===== config.mk =====
export PLATFORM = sky130hd
export DESIGN_NAME = hpdcache_dir_init_sweep
export DESIGN_NICKNAME = d
export VERILOG_FILES = /design/src/rtl/hpdcache_dir_init_sweep.sv
export SDC_FILE = /design/constraint.sdc
export NUM_CORES = 1
export LEC_CHECK = 0
export BUFFER_PORTS_ARGS = -buffer_cell sky130_fd_sc_hd__buf_2
export CAP_MARGIN = 20
export CORE_AREA = 2 2 187 189
export CTS_CLUSTER_SIZE = 28
export DETAILED_ROUTE_END_ITERATION = 7
export DIE_AREA = 0 0 189 191
export PLACE_DENSITY_LB_ADDON = 0.2
export SETUP_SLACK_MARGIN = 0.02
export SYNTH_ARGS = -nofsm -noshare
export SYNTH_HDL_FRONTEND = slang
export SYNTH_SLANG_ARGS = --single-unit

===== constraint.sdc =====
create_clock -name clk_i -period 3.1 [get_ports clk_i]
set_clock_uncertainty 0.2 [all_clocks]
set_input_delay 0.155 -clock clk_i [delete_from_list [all_inputs] [get_ports clk_i]]
set_output_delay 0.155 -clock clk_i [all_outputs]
set_load 0.02 [all_outputs]

===== src/rtl/hpdcache_dir_init_sweep.sv =====
// HPDcache directory front-end: zero-fills every set of all ways after reset and on flush,
// otherwise forwards requests to the directory SRAMs. Optional macro: HPDCACHE_DIR_INIT_SKIP_EN.
module hpdcache_dir_init_sweep #(
  parameter int unsigned SETS    = 64,
  parameter int unsigned WAYS    = 4,
  parameter int unsigned ADDR_W  = 6,
  parameter int unsigned ENTRY_W = 28
) (
  input  logic                      clk_i,
  input  logic                      rst_ni,
  input  logic                      flush_req_i,
  output logic                      flush_ack_o,
  output logic                      init_done_o,
  input  logic                      req_valid_i,
  output logic                      req_ready_o,
  input  logic [ADDR_W-1:0]         req_addr_i,
  input  logic [WAYS-1:0]           req_cs_i,
  input  logic [WAYS-1:0]           req_we_i,
  input  logic [WAYS*ENTRY_W-1:0]   req_wentry_i,
  output logic                      rsp_valid_o,
  output logic [WAYS*ENTRY_W-1:0]   rsp_rentry_o,
  output logic [ADDR_W-1:0]         dir_addr_o,
  output logic [WAYS-1:0]           dir_cs_o,
  output logic [WAYS-1:0]           dir_we_o,
  output logic [WAYS*ENTRY_W-1:0]   dir_wentry_o,
  input  logic [WAYS*ENTRY_W-1:0]   dir_rentry_i
);

  typedef enum logic {SWEEP, READY} state_e;

  localparam logic [ADDR_W-1:0] LAST_SET = ADDR_W'(SETS - 1);

  state_e            state_q, state_d;
  logic [ADDR_W-1:0] cnt_q, cnt_d;
  logic              is_flush_q, is_flush_d;
  logic              flush_ack_q, flush_ack_d;
  logic              rsp_valid_q, rsp_valid_d;
  logic              init_done_q, init_done_d;
  logic              ready;
  logic              accept;

  always_ff @(posedge clk_i) begin
    if (!rst_ni) begin
`ifdef HPDCACHE_DIR_INIT_SKIP_EN
      state_q     <= READY;
      init_done_q <= 1'b1;
`else
      state_q     <= SWEEP;
      init_done_q <= 1'b0;
`endif
      cnt_q       <= '0;
      is_flush_q  <= 1'b0;
      flush_ack_q <= 1'b0;
      rsp_valid_q <= 1'b0;
    end else begin
      state_q     <= state_d;
      init_done_q <= init_done_d;
      cnt_q       <= cnt_d;
      is_flush_q  <= is_flush_d;
      flush_ack_q <= flush_ack_d;
      rsp_valid_q <= rsp_valid_d;
    end
  end

  always_comb begin
    state_d      = state_q;
    cnt_d        = cnt_q;
    is_flush_d   = is_flush_q;
    flush_ack_d  = 1'b0;
    init_done_d  = init_done_q;
    rsp_valid_d  = 1'b0;
    ready        = 1'b0;
    accept       = 1'b0;
    dir_addr_o   = req_addr_i;
    dir_cs_o     = '0;
    dir_we_o     = '0;
    dir_wentry_o = req_wentry_i;

    case (state_q)
      SWEEP: begin
        dir_addr_o   = cnt_q;
        dir_cs_o     = '1;
        dir_we_o     = '1;
        dir_wentry_o = '0;
        cnt_d        = cnt_q + ADDR_W'(1);
        if (cnt_q == LAST_SET) begin
          cnt_d       = '0;
          state_d     = READY;
          flush_ack_d = is_flush_q;
          is_flush_d  = 1'b0;
          init_done_d = 1'b1;
        end
      end
      READY: begin
        // The ack cycle masks the still-high flush level so it is not restarted immediately
        ready  = !(flush_req_i && !flush_ack_q);
        accept = req_valid_i && ready;
        if (accept) begin
          dir_cs_o = req_cs_i;
          dir_we_o = req_we_i;
        end
        rsp_valid_d = accept && (|req_cs_i) && !(|(req_cs_i & req_we_i));
        if (flush_req_i && !flush_ack_q) begin
          state_d    = SWEEP;
          is_flush_d = 1'b1;
          cnt_d      = '0;
        end
      end
      default: state_d = SWEEP;
    endcase

    if (!rst_ni) begin
      dir_cs_o = '0;
      dir_we_o = '0;
    end
  end

  assign req_ready_o  = ready;
  assign flush_ack_o  = flush_ack_q;
  assign init_done_o  = init_done_q;
  assign rsp_valid_o  = rsp_valid_q;
  assign rsp_rentry_o = dir_rentry_i;

endmodule


==> flow_summary.ini, run 1 <==
[placement]
dp_hpwl_mm = 9.16
io_buffers = 259
dp_slack_ns = 1.25
place.gp.congestion = 0.651
dp.cells = 906
dpl_cell_area_mm2 = 0.00321

[pwr]
cellPowerDensity_mw_per_mm2 = 157
p_leak_nw = 1.83
p_comb_share_pct = 23.7
pwr-share-clk_pct = 47.5
power.internal_mw = 0.389
switchingPower_mw = 0.127
vdd_drop_max_mv = 0.141
power_mw = 0.516
p_sw_share_pct = 24.6
pwr-share-seq_pct = 28.7

[clock_network]
cts_hold_buf = 0
clockBufferDepth = 2
htreeDepth = 1
clk_pin_slew_worst_paths_ns = 0.05
insertion_delay_ns = 0.24
clkSinkCount = 11
root_buffer = clkbuf_16
ctsResizeCount = 0
post_cts_buffers = 0
cts_buffers = 3
cts_tree = done

[logic_synthesis]
synth.distinct_cells = 30
synthesis.nets = 564
yosysSeqAreaShare_pct = 9.78
syn_area_mm2 = 0.00225
synthFlopType = dfxtp_1
synth_top_family_by_area = buffers and inverters
netlist_instances = 321
synth_compound_area_share_pct = 4.78
synth_area_per_cell_um2 = 7.01
synth_top_area_share_pct = 37.7
synth_xor_area_share_pct = 0
synthMuxAreaShare_pct = 3.45
synth_seq_cells = 11
synth_area_leaders = buf_4 38%, and2_1 32%, dfxtp_1 9.8%
synth_fa_ha_area_share_pct = 0.556
synth.largest_area_cell = buf_4
synth_edf_count = 0
synth_most_common_cell = and2_1
synthArstFlopShare_pct = 0
ys_warn_count = 0
synth_common_cells = 114 x and2_1, 113 x buf_4, 13 x clkbuf_1, 13 x nand2_1
synthSimpleGateAreaFrac_pct = 40.1

[worst_hold_path]
hold_path_startpoint = req_we_i[2]
worstHoldPathCells = 4
hold_path_end = rsp_valid_o$_SDFF_PN0_
hold_class = in -> reg

[timing]
holdWs_ns = 0.00689
fmax_ghz = 0.505
setup_slack_ns = 1.12
relSlewSlack_pct = 56.8
fin_setup_tns_ns = 0
final-max-slew-violation-count = 0
rsz0062_at_grt = no
worst_pin_slew_ns = 0.648
period_needed_ns = 1.98
finalSetupViolCount = 0
hold_viol = 0
period_share_pct = 63.9

[routing]
initialDrtViolationCount = 60
wire_per_inst_um = 11.6
drtPass1Iterations = 4
vias = 2442
post-route-drc-count = 0
wirelength_mm = 10.6
viasPerCell = 2.68
ant_nets = 0

[critical_path]
r2r-end = cnt_q[5]$_SDFFE_PN0N_
cp.required_ns = 2.74
cp.arrival_ns = 1.63
worst-r2r-setup-slack_ns = 1.41
cp-end-kind = output port
r2r_cells = 3
crit_path_max_fanout = 75
timing.rr.start = state_q$_SDFF_PN0_
critPathKind = reg -> out
start_kind = register

[global_route]
grt-ovfl-total = 0
grt_pass1_vias = 2297
grt_pass1_wl_mm = 13.6
antenna_found_initial = 1
grt_usage_pct = 5.02
grt_max_degree = 76

[floorplan]
io_pins = 484
start_util_pct = 6.60
die_h_um = 191
fp-row-count = 68
die-area_mm2 = 0.0361
core_area_mm2 = 0.0341
die_w_um = 189

[cells_and_area]
stdcell_count = 911
area_growth_pct = 46.4
layout-drive-gt1-share_pct = 59.6
design_area_mm2 = 0.00330
nets = 699
final_core_util_pct = 9.66

[run_status]
outcome = complete, no violations

[run]
cap_violations = 0
-- cells in the final DEF, fill, tap and decap left out --
cell type | synthesis | final
clkbuf_1 | 13 | 1
o21ai_0 | 1 | 1
diode_2 | 0 | 1
and4b_1 | 1 | 1
nand3_1 | 5 | 5
dfxtp_1 | 11 | 10
ha_1 | 1 | 1
a22oi_1 | 1 | 1
and3_2 | 1 | 1
nor4_1 | 1 | 1
nor2_1 | 9 | 9
or3b_1 | 1 | 1
mux2_2 | 5 | 5
buf_12 | 0 | 1
dfxtp_4 | 0 | 1
a31oi_1 | 2 | 2
or3_1 | 2 | 2
mux2i_1 | 1 | 1
a21oi_1 | 11 | 11
and2_1 | 114 | 114
nand2_1 | 13 | 13
nor3_1 | 1 | 1
and3_1 | 2 | 2
o21ai_1 | 1 | 1
clkinv_1 | 1 | 1
nand3b_1 | 1 | 1
a222oi_1 | 1 | 1
clkbuf_16 | 0 | 3
mux2_1 | 1 | 1
a31oi_2 | 1 | 1
nand2b_1 | 2 | 2
buf_2 | 3 | 259
-- sequential cells by signal, indices dropped and copies added, names as in the netlist --
register	count
flush_ack_o	1
is_flush_q	1
init_done_o	1
state_q	1
cnt_q	6
rsp_valid_o	1
-- power by group through the flow --
stage / Combinational (mW) / Clock [mW] / Sequential (mW)
floorplan: 0.242 / 0 / 0.151
global placement: 0.126 / 0 / 0.151
detailed placement: 0.125 / 0 / 0.151
CTS: 0.125 / 0.257 / 0.148
global route: 0.136 / 0.260 / 0.149
finish: 0.122 / 0.245 / 0.148
-- worst max path at each step --
stage / slack, ns / start / to
2_1_floorplan: 1.39 / flush_ack_o$_SDFF_PP0_ / dir_cs_o[0]
3_3_place_gp: 1.26 / state_q$_SDFF_PN0_ / dir_wentry_o[43]
3_5_place_dp: 1.25 / state_q$_SDFF_PN0_ / dir_wentry_o[60]
4_1_cts: 0.98 / state_q$_SDFF_PN0_ / dir_wentry_o[60]
5_1_grt: 0.95 / state_q$_SDFF_PN0_ / dir_wentry_o[71]
6_report: 1.12 / state_q$_SDFF_PN0_ / dir_wentry_o[86]
-- area by class of cell --
type	count	area (um2)
fill	4022	30800
timing repair buffer	260	1320
multi-input combinational	179	1100
tap	455	569
sequential	11	224
clock buffer	4	78.8
inverter	1	3.75
antenna	1	2.50
-- layer usage --
layer,share of wire (%),vias to the layer above,GRT usage [%]
met5,0,-,0
met4,8.4,0,4.24
met3,15,76,2.74
met2,44,198,8.16
met1,32,1007,4.62
li1,-,1161,-
-- critical path, stage by stage, from the launching register on --
cell,delay (ns)
dfxtp_4,0.72
buf_12,0.29
and2_1,0.17
buf_2,0.16
-- cell families after synthesis --
group           count (synthesis)
fa+ha+maj                       1
buf+inv                       131
simple gates                  153
compound gates                 18
flops                          11
mux                             7
(Power assumes the default switching activity.)
==> run 2: changes to the inputs <==
- CORE_AREA: 2 2 187 189 -> 2 2 191 193
- DIE_AREA: 0 0 189 191 -> 0 0 193 195
- clock period: 3.1 -> 1.86 ns (I/O delays scaled with it)
==> flow_summary.ini, run 2 (same netlist as run 1, synthesis figures left out) <==
[placement]
place.gp.congestion = 0.750
io_buffers = 259
dp_hpwl_mm = 9.72
dpl_cell_area_mm2 = 0.00326
dp.cells = 915

[cells_and_area]
layout-drive-gt1-share_pct = 48.1
area_growth_pct = 101
most-common-layout-cells = 259 x buf_2, 118 x dlygate4sd3_1, 113 x and2_1, 13 x nand2_1, 11 x a21oi_1
stdcell_count = 1037
largest_register = cnt_q
design_area_mm2 = 0.00452
final_core_util_pct = 12.8
final_common_cell = buf_2
n_antenna_cell = 0
largest_reg_flops = 6
nets = 820

[global_route]
grt_pass1_vias = 2812
grt_max_degree = 66
antenna_found_initial = 0
grt_usage_pct = 5.79
grt_pass1_wl_mm = 16.6
grt-ovfl-total = 0

[clock_network]
clockBufferDepth = 2
clk_pin_slew_worst_paths_ns = 0.04
cts_tree = done
root_buffer = clkbuf_16
clkSinkCount = 11
insertion_delay_ns = 0.24
htreeDepth = 1
cts_buffers = 3

[timing]
period_share_pct = 94.2
period_needed_ns = 1.75
relSlewSlack_pct = 77.2
finalSetupViolCount = 0
holdWs_ns = 0.0106
worst_pin_slew_ns = 0.342
fin_setup_tns_ns = 0
fmax_ghz = 0.571
final-max-slew-violation-count = 0
rsz0062_at_grt = no
hold_viol = 0

[floorplan]
fp-row-count = 69
start_util_pct = 6.36
die_w_um = 193
core_area_mm2 = 0.0354
io_pins = 484
die_h_um = 195
die-area_mm2 = 0.0376

[pwr]
p_leak_nw = 2.35
vdd_drop_max_mv = 0.262
cellPowerDensity_mw_per_mm2 = 278

[critical_path]
path_delay_family = flip-flops
crit_path_max_fanout = 65
cp.required_ns = 1.57
cp-end-kind = output port
start_kind = register
slowest_stage = dfxtp_4
path_cells = buf_12, and2_1, buf_2
critPathKind = reg -> out
crit_buf_inv = 2
slowest_delay_ns = 0.55
cp.arrival_ns = 1.46

[run_status]
outcome = complete, no violations

[routing]
wirelength_mm = 12.9
drtPass1Iterations = 4
vias = 2950
viasPerCell = 2.84
initialDrtViolationCount = 73
post-route-drc-count = 0
wire_per_inst_um = 12.4
ant_nets = 0

[run]
cap_violations = 0

[worst_hold_path]
hold_class = in -> reg
-- run 2: cell count changes in the layout (fill, tap and decap cells not counted) --
| cell | before | now |
|---|---|---|
| and2_1 | 114 | 113 |
| and2_4 | 0 | 1 |
| buf_12 | 1 | 2 |
| buf_4 | 0 | 2 |
| clkbuf_1 | 1 | 0 |
| clkinv_1 | 1 | 0 |
| clkinv_2 | 0 | 1 |
| clkinvlp_4 | 0 | 1 |
| diode_2 | 1 | 0 |
| dlygate4sd3_1 | 0 | 118 |
-- run 2: final cells by class --
class / count / area (um2)
fillers: 4088 / 30900
repair buffers: 381 / 2530
multi-input cells: 179 / 1100
well taps: 461 / 577
flip-flops and latches: 11 / 224
clock buffers: 3 / 75.1
inverters: 1 / 7.51
clock inverters: 1 / 5.00
-- run 2: power by group --
part | internal, mW | switching (mW) | total (mW)
logic | 0.293 | 0.316 | 0.610
registers | 0.240 | 0.00699 | 0.247
clock network | 0.286 | 0.117 | 0.403
-- run 2: worst paths after layout --
path	start	to	slack, ns	cells after the start
setup / recovery	state_q$_SDFF_PN0_	dir_wentry_o[46]	0.11	3
hold / removal	req_cs_i[0]	rsp_valid_o$_SDFF_PN0_	0.01	3
setup reg to reg	cnt_q[0]$_SDFFE_PN0N_	cnt_q[3]$_SDFFE_PN0N_	0.22	5
hold reg to reg	is_flush_q$_SDFFE_PN0P_	is_flush_q$_SDFFE_PN0P_	0.27	2
-- run 2: repair_timing --
item                       CTS  global route
resized for setup            1             2
gates cloned                 0             0
hold buffers               118             0
buffers inserted             0             0
setup endpoints to repair    1             1
hold endpoints to repair   115             0
-- run 2: worst min-delay path: cells and delay by family --
| family | cells | cell delay [ns] |
|---|---|---|
| buffers and inverters | 1 | 0.10 |
| AND/OR/NAND/NOR | 2 | 0.20 |
-- run 2: per-stage QoR --
stage | total power [mW] | worst slack, ns
floorplan | 0.655 | 0.209
global placement | 0.469 | 0.184
detailed placement | 0.466 | 0.188
CTS | 1.27 | 0.0470
global route | 1.33 | 0.0275
finish | 1.26 | 0.108
-- run 2: routing by layer --
metal / track usage (%) / wire (um) / up-vias
met1: 6.75 / 4770 / 1322
li1: - / - / 1394
met4: 0.701 / 42 / 0
met3: 0.557 / 1080 / 2
met2: 11.5 / 6980 / 232
met5: 0 / 0 / -
==> run 3: changes to the inputs <==
- PLACE_DENSITY: not set -> 0.4
- PLACE_DENSITY_LB_ADDON: 0.2 -> not set
==> flow_summary.ini, run 3 (same netlist as run 1, synthesis figures left out) <==
[worst_hold_path]
hold_path_startpoint = req_we_i[3]
worstHoldPathCells = 4
hold_path_end = rsp_valid_o$_SDFF_PN0_
hold_class = in -> reg

[placement]
dpl_cell_area_mm2 = 0.00326
dp.cells = 916
io_buffers = 259
place.gp.congestion = 0.635
dp_hpwl_mm = 8.80
dp_slack_ns = 0.220

[routing]
vias = 2928
wirelength_mm = 11.9
initialDrtViolationCount = 116
ant_nets = 0
wire_per_inst_um = 11.5
viasPerCell = 2.82
drtPass1Iterations = 4
post-route-drc-count = 0
wl_met1_mm = 4.39
route.met3.wl_um = 879
top_layer_used = met5
met2WireLength_mm = 6.57

[floorplan]
die_w_um = 193
core_area_mm2 = 0.0354
start_util_pct = 6.36
fp-row-count = 69
io_pins = 484
die_h_um = 195
die-area_mm2 = 0.0376

[critical_path]
start_kind = register
slowest_stage = dfxtp_4
worst-r2r-setup-slack_ns = 0.21
slowest_delay_ns = 0.49
cp-end-kind = output port
r2r-end = cnt_q[3]$_SDFFE_PN0N_
crit_buf_inv = 2
cp.arrival_ns = 1.38
timing.rr.start = cnt_q[0]$_SDFFE_PN0N_
cp.required_ns = 1.57
critPathKind = reg -> out
path_delay_family = flip-flops
crit_path_max_fanout = 67
path_cells = buf_12, and2_1, buf_2
r2r_cells = 5

[cells_and_area]
design_area_mm2 = 0.00454
n_antenna_cell = 0
final_common_cell = buf_2
most-common-layout-cells = 259 x buf_2, 118 x dlygate4sd3_1, 113 x and2_1, 13 x nand2_1, 11 x a21oi_1
area_growth_pct = 102
nets = 822
largest_register = cnt_q
stdcell_count = 1039
largest_reg_flops = 6
layout-drive-gt1-share_pct = 47.9
final_core_util_pct = 12.8

[run_status]
outcome = complete, but fails checks
violations = negative hold slack

[global_route]
antenna_found_initial = 2
grt-ovfl-total = 0
grt_pass1_vias = 2714
grt_usage_pct = 5.37
grt_max_degree = 68
grt_pass1_wl_mm = 15.7

[timing]
finalSetupViolCount = 0
relSlewSlack_pct = 78.4
period_needed_ns = 1.67
worst_pin_slew_ns = 0.324
fmax_ghz = 0.599
setup_slack_ns = 0.189
fin_setup_tns_ns = 0
rsz0062_at_grt = no
hold_viol = 1
holdWs_ns = -0.0292
final-max-slew-violation-count = 0
period_share_pct = 89.8

[pwr]
cellPowerDensity_mw_per_mm2 = 278
p_leak_nw = 2.36
vdd_drop_max_mv = 0.173
power_mw = 1.26

[clock_network]
cts_tree = done
clk_pin_slew_worst_paths_ns = 0.05
insertion_delay_ns = 0.24
cts_buffers = 3
clkSinkCount = 11
clockBufferDepth = 2
htreeDepth = 1
root_buffer = clkbuf_16

[run]
cap_violations = 0
run 3: cell count changes in the layout (fill, tap and decap cells not counted):
cell        before  now
buf_6            0    1
clkbuf_1         0    1
clkinvlp_4       1    0
clkinv_2         1    0
buf_4            2    3
clkinv_1         0    1
run 3: worst reg2reg max path, stage by stage, from the launching register on:
cell	delay, ns
dfxtp_1	0.34
ha_1	0.24
and3_2	0.24
a31oi_2	0.28
nand3_1	0.11
a31oi_1	0.16
run 3: per-layer routing:
layer | track usage (%) | vias up
li1 | - | 1404
met2 | 10.5 | 226
met1 | 6.29 | 1292
met3 | 0.449 | 4
met4 | 0.926 | 2
met5 | 0 | -
run 3: repair_timing:
action,CTS,global route
endpoints found under the setup margin,4,36
hold buffers,119,0
hold endpoints to repair,115,0
pin swaps,0,1
buffers inserted,0,1
resized for setup,1,1
run 3: cell type report:
cell class,instances,area (um2)
fillers,4051,30900
repair buffers,383,2550
multi-input cells,179,1100
well taps,461,577
flip-flops and latches,11,224
clock buffers,4,78.8
inverters,1,3.75
run 3: power breakdown:
| part | internal (mW) | switching [mW] |
|---|---|---|
| clock network | 0.289 | 0.120 |
| registers | 0.240 | 0.00708 |
| logic | 0.293 | 0.309 |
| total | 0.823 | 0.436 |
run 3: how the worst max path moves through the flow:
stage | from | to | slack, ns | depth (start not counted)
2_1_floorplan | flush_ack_o$_SDFF_PP0_ | dir_cs_o[0] | 0.21 | 5
3_3_place_gp | cnt_q[0]$_SDFFE_PN0N_ | cnt_q[3]$_SDFFE_PN0N_ | 0.24 | 5
3_5_place_dp | cnt_q[0]$_SDFFE_PN0N_ | cnt_q[3]$_SDFFE_PN0N_ | 0.22 | 5
4_1_cts | req_cs_i[3] | rsp_valid_o$_SDFF_PN0_ | 0.08 | 6
5_1_grt | cnt_q[0]$_SDFFE_PN0N_ | cnt_q[3]$_SDFFE_PN0N_ | 0.06 | 5
6_report | state_q$_SDFF_PN0_ | dir_wentry_o[106] | 0.19 | 3
